## config.mk

```make
export PLATFORM = sky130hd
export DESIGN_NAME = pipe_stage_reg
export DESIGN_NICKNAME = d
export VERILOG_FILES = /design/src/rtl/pipe_stage_reg.sv
export SDC_FILE = /design/constraint.sdc
export NUM_CORES = 1
export LEC_CHECK = 0
export BUFFER_PORTS_ARGS = -buffer_cell sky130_fd_sc_hd__buf_2
export CAP_MARGIN = 20
export CORE_MARGIN = 5
export CORE_UTILIZATION = 35
export DETAILED_ROUTE_END_ITERATION = 8
export GPL_ROUTABILITY_DRIVEN = 0
export PLACE_DENSITY = 0.59
export SKIP_CTS_REPAIR_TIMING = 1
export SLEW_MARGIN = 20
export SYNTH_ARGS = -nofsm -noshare
export SYNTH_HDL_FRONTEND = slang
export SYNTH_SLANG_ARGS = --single-unit
```

## constraint.sdc

```tcl
create_clock -name clk -period 1.8 [get_ports clk]
set_input_delay 0.27 -clock clk [delete_from_list [all_inputs] [get_ports clk]]
set_output_delay 0.27 -clock clk [all_outputs]
set_load 0.005 [all_outputs]
```

## src/rtl/pipe_stage_reg.sv

```systemverilog
`default_nettype none
// +--------------------------------------------------------------------------+
// | pipe_stage_reg: valid/ready pipeline latch with optional 2-entry skid     |
// | Revision 1.0                                                             |
// +--------------------------------------------------------------------------+
module pipe_stage_reg #(
   parameter int DATA_W = 69,
   parameter int CTRL_W = 2,
   parameter int SKID   = 1
) (
   input  logic              clk,
   input  logic              reset_n,
   input  logic              flush,
   input  logic              in_valid,
   output logic              in_ready,
   input  logic [DATA_W-1:0] in_data,
   input  logic [CTRL_W-1:0] in_ctrl,
   output logic              out_valid,
   input  logic              out_ready,
   output logic [DATA_W-1:0] out_data,
   output logic [CTRL_W-1:0] out_ctrl,
   output logic [1:0]        occupancy
);

   logic [DATA_W-1:0] r_main_data;
   logic [CTRL_W-1:0] r_main_ctrl;
   logic              w_main_valid;

   // Control bits are gated so a bubble can never assert a write downstream.
   assign out_data  = r_main_data;
   assign out_valid = w_main_valid;
   assign out_ctrl  = w_main_valid ? r_main_ctrl : '0;

   generate
      if (SKID != 0) begin : g_skid
         typedef enum logic [1:0] {
            ST_EMPTY = 2'd0,
            ST_ONE   = 2'd1,
            ST_FULL  = 2'd2
         } state_t;

         state_t            r_state;
         state_t            w_next;
         logic              r_in_ready;
         logic [DATA_W-1:0] r_skid_data;
         logic [CTRL_W-1:0] r_skid_ctrl;
         logic              w_accept;
         logic              w_deliver;
         logic              w_load_in;
         logic              w_load_skid;
         logic              w_promote;

         assign in_ready     = r_in_ready;
         assign w_main_valid = (r_state != ST_EMPTY);
         assign occupancy    = r_state;

         always_comb begin
            w_next      = r_state;
            w_load_in   = 1'b0;
            w_load_skid = 1'b0;
            w_promote   = 1'b0;
            w_accept    = in_valid & r_in_ready;
            w_deliver   = (r_state != ST_EMPTY) & out_ready;
            case (r_state)
               ST_EMPTY: begin
                  if (w_accept) begin
                     w_next    = ST_ONE;
                     w_load_in = 1'b1;
                  end
               end
               ST_ONE: begin
                  if (w_accept && !w_deliver) begin
                     w_next      = ST_FULL;
                     w_load_skid = 1'b1;
                  end else if (w_accept) begin
                     w_load_in = 1'b1;
                  end else if (w_deliver) begin
                     w_next = ST_EMPTY;
                  end
               end
               ST_FULL: begin
                  if (w_deliver) begin
                     w_next    = ST_ONE;
                     w_promote = 1'b1;
                  end
               end
               default: w_next = ST_EMPTY;
            endcase
         end

         // in_ready is precomputed from the next state so it leaves a flop.
         always_ff @(posedge clk or negedge reset_n) begin
            if (!reset_n) begin
               r_state    <= ST_EMPTY;
               r_in_ready <= 1'b1;
            end else if (flush) begin
               r_state    <= ST_EMPTY;
               r_in_ready <= 1'b1;
            end else begin
               r_state    <= w_next;
               r_in_ready <= (w_next != ST_FULL);
            end
         end

         always_ff @(posedge clk or negedge reset_n) begin
            if (!reset_n) begin
               r_main_data <= '0;
               r_main_ctrl <= '0;
               r_skid_data <= '0;
               r_skid_ctrl <= '0;
            end else if (flush) begin
               r_main_data <= '0;
               r_main_ctrl <= '0;
               r_skid_data <= '0;
               r_skid_ctrl <= '0;
            end else begin
               if (w_load_in) begin
                  r_main_data <= in_data;
                  r_main_ctrl <= in_ctrl;
               end else if (w_promote) begin
                  r_main_data <= r_skid_data;
                  r_main_ctrl <= r_skid_ctrl;
               end
               if (w_load_skid) begin
                  r_skid_data <= in_data;
                  r_skid_ctrl <= in_ctrl;
               end
            end
         end
      end else begin : g_single
         logic r_valid;

         assign in_ready     = out_ready | ~r_valid;
         assign w_main_valid = r_valid;
         assign occupancy    = {1'b0, r_valid};

         always_ff @(posedge clk or negedge reset_n) begin
            if (!reset_n) begin
               r_valid     <= 1'b0;
               r_main_data <= '0;
               r_main_ctrl <= '0;
            end else if (flush) begin
               r_valid     <= 1'b0;
               r_main_data <= '0;
               r_main_ctrl <= '0;
            end else if (in_valid && in_ready) begin
               r_valid     <= 1'b1;
               r_main_data <= in_data;
               r_main_ctrl <= in_ctrl;
            end else if (out_ready) begin
               r_valid <= 1'b0;
            end
         end
      end
   endgenerate

endmodule
`default_nettype wire

```

==> flow_summary.rst <==
.. list-table::
   :header-rows: 1

   * - Metric
     - Value
   * - HP Class
     - input pin to flip-flop
   * - First-pass GRT wire length
     - ~25 mm
   * - Type of element capturing the critical path
     - flip-flop
   * - Highest attainable clock frequency
     - around 560 MHz
   * - Setup repair after global routing missed its margin
     - yes
   * - Count of distinct cell types in the synthesized netlist
     - 24
   * - Min cycle time layout
     - between 1.5 and 2 ns
   * - Maximum clock skew at final layout
     - between 0.007 and 0.008 ns
   * - Status
     - finished, final reports clean
   * - Clock tree buffer depth
     - 2
   * - Total length of routed wires
     - 15.96 mm
   * - Final HPWL DP
     - approximately 10 mm
   * - Seq/Total Area, Yosys
     - around three fifths
   * - Critical Path RT
     - 2.10 ns
   * - Number of sinks driven by the clock tree
     - between 100 and 150
   * - Buffers on Ports
     - 150
   * - Largest stage delay on the critical path
     - around 0.54 ns
   * - Antenna Nets Post-Route
     - 0
   * - Root cell of the clock tree
     - sky130_fd_sc_hd__clkbuf_16
   * - Standby leakage power
     - 4.019 nW
   * - Period utilisation layout
     - between 90 and 100%
   * - Final setup violation count
     - 0
   * - CTS HTree Levels
     - 4
   * - DRC
     - 0
   * - Final Power
     - about 8.1 mW
   * - Net count of the mapped netlist
     - roughly 570
   * - Post-Place Cell Area
     - between 7000 and 8000 sq um
   * - Congestion Overflow GR
     - 0
   * - Peak supply drop
     - about 0.65 mV
   * - Storage cell area
     - between 3000 and 4000 sq um
   * - Initial DRT Pass Iterations
     - 4
   * - Clock latency at the later pin of the worst-skew pair
     - about 0.42 ns
   * - Vertical extent of the die
     - 140.2 microns
   * - Site Rows
     - 47
   * - # fillers
     - about 1500
   * - Initial drt markers
     - roughly 210
   * - Width of the chip
     - around 140 microns
   * - Syn_area_per_cell
     - around 12 sq um
   * - Crit-path max FO
     - 8
   * - Final Util
     - ~48%
   * - Area added between synthesis and finish
     - 35.05%
   * - Count of endpoints failing hold in the final timing report
     - 0
   * - Inserted Clock Buffers
     - 17
   * - Total Nets Final
     - 732
   * - Average via count per standard cell
     - 5.043
   * - Starting Density
     - 35.67%
   * - Core ar.
     - between 15000 and 20000 sq um
   * - Layout cells sized above 1
     - between 30 and 40%
   * - Maximum number of pins on one net before global-route repair
     - 60
   * - Max-capacitance violation count
     - 0
   * - Type of the worst setup path
     - flip-flop to flip-flop
   * - Number of stages on the worst hold path
     - 2
   * - Via count of the first global-routing pass
     - 4798
   * - Startpoint class of the critical path
     - flip-flop
   * - Syn Inst Count
     - 489
   * - Per-cell routed wire length
     - 17.95 microns
   * - Clock transition at the registers of the reported paths
     - roughly 0.060 ns
   * - Area of combinational cells with multiple inputs
     - 2185 sq um
   * - Total non-filler cell area in the finished layout
     - 8018 sq um
   * - Headroom to the max-slew limit
     - between 70% and 80%
   * - Number of antenna violations at the first check in global routing
     - 0
   * - Sequence of cells on the critical path
     - buf_6 -> nand2_4 -> nor3_4 -> buf_8 -> clkbuf_16 -> mux2i_1 -> o21ai_1
   * - Slew @ Worst Pin
     - 0.3341 ns
   * - Power density over the cells
     - between 1000 and 1500 nW/um^2
   * - Synthesis Warnings
     - 0
   * - Ports placed on the boundary
     - around 150
   * - Combined area of all synthesized cells
     - around 5900 sq um
   * - Worst Path Arrival
     - approximately 2.1 ns
   * - Cell count of the worst reg-to-reg path
     - 7
   * - Final Max Slew Viols
     - 0
   * - CTS tree
     - done
   * - Floorplan die area
     - ~20000 sq um
   * - #FFs+latches synth
     - around 150
   * - Total track usage
     - 16.01%
   * - Slowest cell on crit path
     - sky130_fd_sc_hd__dfstp_2
   * - Via count of the routed design
     - ~4500
==> area by class of cell <==
cell class | instances | area share (%)
multi-input cells | 304 | 27.25
repair buffers | 186 | 16.59
well taps | 220 | 3.433
flip-flops and latches | 145 | 45.29
clock inverters | 12 | 1.670
clock buffers | 19 | 5.649
diodes | 1 | 0.03121
inverters | 2 | 0.09363
==> worst paths after layout <==
check,startpoint,endpoint,slack [ns]
max,in_ready,out_data[25],0.02
min,in_data[39],g_skid.r_skid_data[39],0.08
max reg2reg,in_ready,out_data[25],0.02
min reg2reg,out_data[20],out_data[20],0.48
max in group asynchronous,reset_n,g_skid.r_skid_data[42],0.86
min in group asynchronous,reset_n,out_data[20],0.30
==> critical path: cells and delay by family (launching register included) <==
kind	cells	cell delay, ns
flip-flops	1	0.54
buffers and inverters	3	0.50
AND/OR/NAND/NOR	2	0.33
multiplexers	1	0.21
AO/OA/AOI/OAI	1	0.07
==> registers in the layout (all words and copies together) (netlist names) <==
name,cells
g_skid.r_skid_data,69
out_data,69
g_skid.r_skid_ctrl,2
occupancy,2
r_main_ctrl,2
in_ready,1
==> cells by family (layout without fill, tap and decap cells) <==
| logic type | count (synthesis) | count (layout) | share of synthesized area [%] |
|---|---|---|---|
| simple gates | 87 | 87 | 6.660 |
| other cells | 0 | 1 | 0 |
| buf+inv | 40 | 219 | 3.288 |
| flops | 145 | 145 | 61.14 |
| mux | 72 | 72 | 12.14 |
| compound gates | 145 | 145 | 16.78 |
==> power breakdown <==
group | switching (mW) | internal [mW] | leakage [nW]
Clock | 1.40 | 2.11 | 0.286
Sequential | 0.0896 | 3.42 | 1.98
Combinational | 0.552 | 0.514 | 1.75
==> synthesized netlist by cell type <==
library cell               count  area share [%]
sky130_fd_sc_hd__nand3_1       1           0.084
sky130_fd_sc_hd__nand2_1      73             4.6
sky130_fd_sc_hd__dfrtp_1     144              61
sky130_fd_sc_hd__nor4_4        1            0.36
sky130_fd_sc_hd__a22o_1       71              10
sky130_fd_sc_hd__nor2_1        1           0.063
sky130_fd_sc_hd__o31a_1        1            0.15
sky130_fd_sc_hd__and2_1        2            0.21
sky130_fd_sc_hd__mux2i_1      72              12
sky130_fd_sc_hd__o21ai_1      71             6.0
sky130_fd_sc_hd__or2_2         1            0.11
sky130_fd_sc_hd__inv_1         2            0.13
sky130_fd_sc_hd__and4b_1       1            0.17
sky130_fd_sc_hd__a21oi_1       2            0.17
sky130_fd_sc_hd__and3_1        1            0.11
sky130_fd_sc_hd__buf_2        15             1.3
sky130_fd_sc_hd__dfstp_2       1            0.44
sky130_fd_sc_hd__or2_1         1            0.11
sky130_fd_sc_hd__nor4bb_4      1            0.42
sky130_fd_sc_hd__clkbuf_1     16             1.0
sky130_fd_sc_hd__and3b_1       1            0.15
sky130_fd_sc_hd__nor3_1        2            0.17
sky130_fd_sc_hd__nor2b_1       1            0.11
sky130_fd_sc_hd__buf_4         7            0.89
==> layer usage <==
metal  wire length, microns  share of wire, %  vias up  global-route usage, %
met5                      0                 0        -                      0
met4                    204               1.3        0                  5.609
met3                   1038               6.5       17                  4.942
met2                   7497                47      131                  25.08
met1                   7217                45     2247                  21.13
li1                       -                 -     2088                      -
==> stage by stage <==
stage          setup WS [ns]  hold slack (ns)  std cells  TNS [ns]
2_1_floorplan        0.09294         -0.02559        489         0
3_3_place_gp        -0.04188           0.1800        844   -0.4751
3_5_place_dp        -0.07108           0.1850        844    -3.342
4_1_cts              -0.1783          -0.2718        875    -6.047
5_1_grt             -0.06310          0.06771        888    -2.093
6_report             0.01534          0.07932        889         0
==> cells in the final DEF, fill, tap and decap left out, types with 3 or more instances in the layout <==
| cell type | count |
|---|---|
| sky130_fd_sc_hd__clkinv_2 | 3 |
| sky130_fd_sc_hd__nand2_1 | 72 |
| sky130_fd_sc_hd__buf_2 | 148 |
| sky130_fd_sc_hd__buf_12 | 13 |
| sky130_fd_sc_hd__a22o_1 | 71 |
| sky130_fd_sc_hd__clkinv_4 | 3 |
| sky130_fd_sc_hd__o21ai_1 | 70 |
| sky130_fd_sc_hd__mux2i_2 | 6 |
| sky130_fd_sc_hd__buf_6 | 5 |
| sky130_fd_sc_hd__mux2i_1 | 66 |
| sky130_fd_sc_hd__buf_4 | 11 |
| sky130_fd_sc_hd__dfrtp_1 | 143 |
| sky130_fd_sc_hd__clkbuf_16 | 23 |
Note: power is estimated with default switching activity, not from simulation.
